### config.mk
export PLATFORM = sky130hd
export DESIGN_NAME = if_fetch_unit
export DESIGN_NICKNAME = d
export VERILOG_FILES = /design/src/rtl/if_fetch_unit.sv
export SDC_FILE = /design/constraint.sdc
export NUM_CORES = 1
export LEC_CHECK = 0
export ABC_AREA = 1
export BUFFER_PORTS_ARGS = -buffer_cell sky130_fd_sc_hd__buf_2
export CORE_ASPECT_RATIO = 0.75
export CORE_MARGIN = 2
export CORE_UTILIZATION = 52
export DETAILED_ROUTE_END_ITERATION = 8
export PLACE_DENSITY = 0.74
export SYNTH_ARGS = -nofsm -noshare
export SYNTH_HDL_FRONTEND = slang
export SYNTH_SLANG_ARGS = --single-unit
### constraint.sdc
create_clock -name clk -period 1.7 [get_ports clk]
set_input_delay 0.425 -clock clk [delete_from_list [all_inputs] [get_ports clk]]
set_output_delay 0.425 -clock clk [all_outputs]
set_load 0.01 [all_outputs]
### src/rtl/if_fetch_unit.sv
// if_fetch_unit: instruction fetch stage.
// Issues requests to instruction memory and tolerates wait states. Fetched
// words go into a registered output slot (instr/pc_plus4/instr_valid). A
// one-entry pending slot holds a word that returns while the output is stalled.
// Taken branches and jumps redirect the PC and flush both slots. A response
// that is still outstanding at redirect time is drained in S_DROP and discarded.
// Optional feature macro: IF_FETCH_PERF_EN adds fetch_count / stall_count.

module if_fetch_unit (
  input  logic        clk,
  input  logic        res,
  output logic        imem_req,
  output logic [31:0] imem_addr,
  input  logic        imem_ack,
  input  logic [31:0] imem_rdata,
  input  logic        stall,
  input  logic        branch_taken,
  input  logic [31:0] branch_target,
  input  logic        jump,
  output logic [31:0] instr,
  output logic [5:0]  opcode,
  output logic [31:0] pc_plus4,
  output logic        instr_valid
`ifdef IF_FETCH_PERF_EN
  ,
  output logic [31:0] fetch_count,
  output logic [31:0] stall_count
`endif
);

  typedef enum logic [2:0] {
    S_IDLE,
    S_FETCH,
    S_WAIT,
    S_PEND,
    S_DROP
  } state_t;

  state_t      state, state_n;
  logic [31:0] pc, pc_n;
  logic        req_n;
  logic [31:0] addr_n;
  logic [31:0] instr_n, pc4_n;
  logic        valid_n;
  logic [31:0] pend_instr, pend_instr_n;
  logic [31:0] pend_pc4, pend_pc4_n;
  logic        load_out;

  logic        consume;
  logic        out_free;
  logic        redirect;
  logic        resp;
  logic [31:0] jump_target;
  logic [31:0] redirect_target;

  // The decode stage takes the current word this cycle.
  assign consume  = instr_valid & ~stall;
  // The output slot can take new data at the next edge.
  assign out_free = ~instr_valid | ~stall;
  // A jump only matters when the instruction carrying it is valid.
  assign redirect = branch_taken | (jump & instr_valid);
  assign resp     = imem_req & imem_ack;

  assign jump_target     = {pc_plus4[31:28], instr[25:0], 2'b00};
  assign redirect_target = branch_taken ? branch_target : jump_target;

  assign opcode = instr[31:26];

  // Next-state and next-output logic for the fetch FSM and its datapath.
  always_comb begin
    // NOTE: every signal gets a default first so no path leaves one unassigned (no latches).
    state_n      = state;
    pc_n         = pc;
    req_n        = imem_req;
    addr_n       = imem_addr;
    instr_n      = instr;
    pc4_n        = pc_plus4;
    valid_n      = instr_valid;
    pend_instr_n = pend_instr;
    pend_pc4_n   = pend_pc4;
    load_out     = 1'b0;

    unique case (state)
      S_IDLE: begin
        state_n = S_FETCH;
        req_n   = 1'b1;
        pc_n    = redirect ? redirect_target : pc;
        addr_n  = redirect ? redirect_target : pc;
        valid_n = 1'b0;
      end

      S_FETCH, S_WAIT: begin
        if (redirect) begin
          valid_n = 1'b0;
          pc_n    = redirect_target;
          if (imem_req && !imem_ack) begin
            // The memory still owes us a response. Keep the request stable and drain it.
            state_n = S_DROP;
          end else begin
            // Drop any same-cycle response and restart at the target.
            state_n = S_FETCH;
            req_n   = 1'b1;
            addr_n  = redirect_target;
          end
        end else if (resp) begin
          pc_n = pc + 32'd4;
          if (out_free) begin
            instr_n  = imem_rdata;
            pc4_n    = imem_addr + 32'd4;
            valid_n  = 1'b1;
            load_out = 1'b1;
            state_n  = S_FETCH;
            req_n    = 1'b1;
            addr_n   = pc + 32'd4;
          end else begin
            // The output is held by a stall, so park the word and stop fetching.
            pend_instr_n = imem_rdata;
            pend_pc4_n   = imem_addr + 32'd4;
            state_n      = S_PEND;
            req_n        = 1'b0;
          end
        end else if (imem_req) begin
          state_n = S_WAIT;
          if (consume) valid_n = 1'b0;
        end else begin
          if (out_free) begin
            req_n  = 1'b1;
            addr_n = pc;
          end
          if (consume) valid_n = 1'b0;
        end
      end

      S_PEND: begin
        if (redirect) begin
          valid_n = 1'b0;
          pc_n    = redirect_target;
          state_n = S_FETCH;
          req_n   = 1'b1;
          addr_n  = redirect_target;
        end else if (consume) begin
          instr_n  = pend_instr;
          pc4_n    = pend_pc4;
          valid_n  = 1'b1;
          load_out = 1'b1;
          state_n  = S_FETCH;
          req_n    = 1'b1;
          addr_n   = pc;
        end
      end

      S_DROP: begin
        valid_n = 1'b0;
        if (redirect) pc_n = redirect_target;
        if (imem_ack) begin
          state_n = S_FETCH;
          req_n   = 1'b1;
          addr_n  = redirect ? redirect_target : pc;
        end
      end

      default: begin
        state_n = S_IDLE;
        req_n   = 1'b0;
        valid_n = 1'b0;
      end
    endcase
  end

  // State, PC, request and output registers; synchronous reset wins over everything.
  always_ff @(posedge clk) begin
    if (res) begin
      state       <= S_IDLE;
      pc          <= 32'd0;
      imem_req    <= 1'b0;
      imem_addr   <= 32'd0;
      instr       <= 32'd0;
      pc_plus4    <= 32'd0;
      instr_valid <= 1'b0;
      pend_instr  <= 32'd0;
      pend_pc4    <= 32'd0;
    end else begin
      // NOTE: non-blocking assignments so every register samples pre-edge values.
      state       <= state_n;
      pc          <= pc_n;
      imem_req    <= req_n;
      imem_addr   <= addr_n;
      instr       <= instr_n;
      pc_plus4    <= pc4_n;
      instr_valid <= valid_n;
      pend_instr  <= pend_instr_n;
      pend_pc4    <= pend_pc4_n;
    end
  end

`ifdef IF_FETCH_PERF_EN
  // Performance counters: words loaded into the output, and cycles spent stalled with valid output.
  always_ff @(posedge clk) begin
    if (res) begin
      fetch_count <= 32'd0;
      stall_count <= 32'd0;
    end else begin
      if (load_out)             fetch_count <= fetch_count + 32'd1;
      if (instr_valid && stall) stall_count <= stall_count + 32'd1;
    end
  end
`else
  // load_out only feeds the performance counters.
  logic unused_load_out;
  assign unused_load_out = load_out;
`endif

endmodule

==> impl_results.md <==
* Skew-Pair Late Insertion Delay at 0.46 ns
* CTS Root Cell: clkbuf_16
* Die width at 170.9 µm
* Synth area leader: dfxtp_1
* Sequential area share after synthesis at 0.3631
* Vias in the first global route at 11.28k
* CTS max path bufs at 2
* Core area at 20,380 µm²
* Synth area leaders: dfxtp_1, nand2_1, o21ai_0
* RSZ-0062 raised after global routing: true
* Synth Flop Type: dfxtp_1
* Synth Area in Compound Gates at 0.2376
* Crit-path max FO at 6
* Mapped Avg Cell Area at 6.307 µm²
* EDFF count, synth at 0
* Residual DRC count at 0
* Hold path depth at 3
* Fin crit period at 1.746 ns
* Final Slew Violations at 0
* Total Routed Length at 43,920 µm
* Die Area at 22,070 µm²
* Post-synth top area share at 0.3631
* Worst EP required at 2.04 ns
* Starting density of the core at 0.5328
* XOR/XNOR Fraction of Synth Area at 0.02500
* CP Capture Type: flip-flop
* Critical path class: flip-flop to flip-flop
* Maxcap violations at 0
* GP Congestion at 1.015
* Initial antenna violation count at 3
* CTS tree: yes
* H-tree levels at 4
* Cts hold-fix bufs at 0
* Dpl ws at -0.2019 ns
* Psw at 5.870 mW
* Placed Instance Area at 13,140 µm²
* Flops & latches, synth at 197
* Synth Area in Adders at 0.002304
* HP Class: primary input to flip-flop
* DIE HEIGHT at 129.2 µm
* Post-synthesis simple-gate area fraction at 0.2689
* Finished Core Util at 0.7580
* Net Count, Synth at 1,794
* Clock power share at 0.260
* Startpoint types: flip-flop
* Largest family of logic cells by synthesized area: simple AND/OR/NAND/NOR gates
* Failing checks: negative setup slack
* Vias at 13.53k
* Async SR Flop Fraction at 0
* Global-route wire length before repair at 59,330 µm
* PortBufs at 173
* Row Count at 45
* Slew HR at 0.6976
* Synth top cells by count: nand2_1, o21ai_0, dfxtp_1
* Routed Antenna Nets at 0
* Pin count of the biggest net entering global routing at 98
* CTS buffer count at 17
* Fmax at 0.5729 GHz
* Reg2Reg Setup Slack at -0.05 ns
* Period utilization at 1.027
* Skew final at 0.01563 ns
* Status: complete, but fails checks
* Worst Tran Pin Value at 0.4498 ns
* Synthesized area at 10,860 µm²
* Worst vdd ir at 774.0 µV
* Final WS setup at -0.04560 ns
* Clock sinks at 197
* Post-route cell area at 15,450 µm²
* Seq pwr share at 0.366
* Post-Synthesis Cells at 1,722
* Synthesis warning total at 0
* Post-DP HPWL at 28,240 µm
* Multiplexer share of the synthesized area at 0.0009217
* Routed len/inst at 18.91 µm
* Post-layout nets at 2,098
* Library cells used by synthesis at 38
* Leakage power total at 6.937 nW
* Setup TNS at -0.2134 ns
* Combinational Power Share at 0.374
* Clock slew at reported path FFs at 0.08 ns
* Drt first-iter violations at 1,615
* Power, Total at 15.45 mW
* Congestion Overflow GR at 0
* Sw Share at 0.3800
* Io pins at 174
* Gr usage total at 0.3472
* Initial DRT Pass Iterations at 7
* Ratio of cells with drive above 1 in the final layout at 0.3198
* Internal power at 9.576 mW
* Setup violators final at 13
* Worst R2R Path Depth at 11
* Power Dens Cells at 999.8 nW/µm²
* Vias/cell at 5.824
* Crit path DAT at 2.08 ns
* Area growth from synthesis to layout at 42.25%
* Fin. Hold Viols at 0
* Most common cell in the netlist: nand2_1
layout make-up:
type / count / area, µm²
tap: 282 / 352.8
antenna: 2 / 5.005
clock inverter: 13 / 113.9
timing repair buffer: 390 / 3174
fill: 1602 / 4933
multi-input combinational: 1251 / 6691
clock buffer: 19 / 452.9
sequential: 197 / 3981
inverter: 169 / 676.9
cell families after synthesis:
logic type,count (synthesis)
AOI/OAI and AO/OA,492
buffers and inverters,274
DFF,197
adders and majority gates,2
muxes,1
xor gates and xnor gates,31
and+or+nand+nor,725
worst max-delay path: stages (launching register included):
cell and delay (ns):
dfxtp_4 0.38, inv_4 0.04, nand2_4 0.07, nand3_4 0.10, nor2_4 0.13, nand2_2 0.06, o21ai_2 0.08, nand2_4 0.17
buf_12 0.20, clkbuf_16 0.17, a21oi_2 0.12, a21oi_1 0.09
what timing repair did:
action	4_1_cts	5_1_grt
pin swaps	5	43
gates cloned	0	20
buffers inserted	6	19
endpoints found under the setup margin	143	176
resized for setup	65	306
per-stage QoR:
step | hold slack (ns) | std cells
after detailed placement | 0.4359 | 2244
final | 0.2474 | 2323
after floorplan | 0.4245 | 1722
after CTS | 0.2662 | 2282
after global placement | 0.4306 | 2244
after global routing | 0.2742 | 2321
power by group through the flow:
stage               clock network [mW]  registers (mW)  logic, mW
floorplan                            0            5.76       2.29
global placement                     0            5.65       4.45
detailed placement                   0            5.65       4.52
CTS                               3.99            5.56       4.67
global route                      4.17            5.69       6.17
finish                            4.02            5.65       5.77
flip-flops by register name, indices dropped and copies added (netlist names):
name         flops
pend_pc4        32
instr_valid      1
imem_addr       32
pend_instr      32
instr           32
pc_plus4        32
pc              32
imem_req         1
state            3
placed cells by master (no fill, tap or decap), types with 28 or more instances in the layout:
cell / netlist / layout
o21ai_0: 262 / 180
nor2_2: 5 / 28
o21ai_1: 8 / 43
buf_4: 8 / 151
inv_1: 159 / 153
nand3_1: 59 / 49
nand2_1: 456 / 429
dfxtp_1: 197 / 173
nor2_1: 167 / 129
buf_2: 23 / 173
clkbuf_16: 0 / 33
o21ai_2: 1 / 46
a21oi_1: 173 / 148
worst paths after layout:
check                              startpoint                          end
setup reg to reg        state[1]$_SDFFE_PP0P_    pc_plus4[25]$_SDFFE_PP0P_
hold / removal                 imem_rdata[11]  pend_instr[11]$_SDFFE_PP0P_
setup / recovery        state[1]$_SDFFE_PP0P_    pc_plus4[25]$_SDFFE_PP0P_
hold reg to reg   pend_instr[20]$_SDFFE_PP0P_  pend_instr[20]$_SDFFE_PP0P_
layer usage:
metal | share of wire | GRT usage
met1 | 0.40 | 0.4630
met2 | 0.43 | 0.5344
met3 | 0.14 | 0.1042
met4 | 0.033 | 0.1286
met5 | 0 | 0
Power figures use the tool's default switching activity.
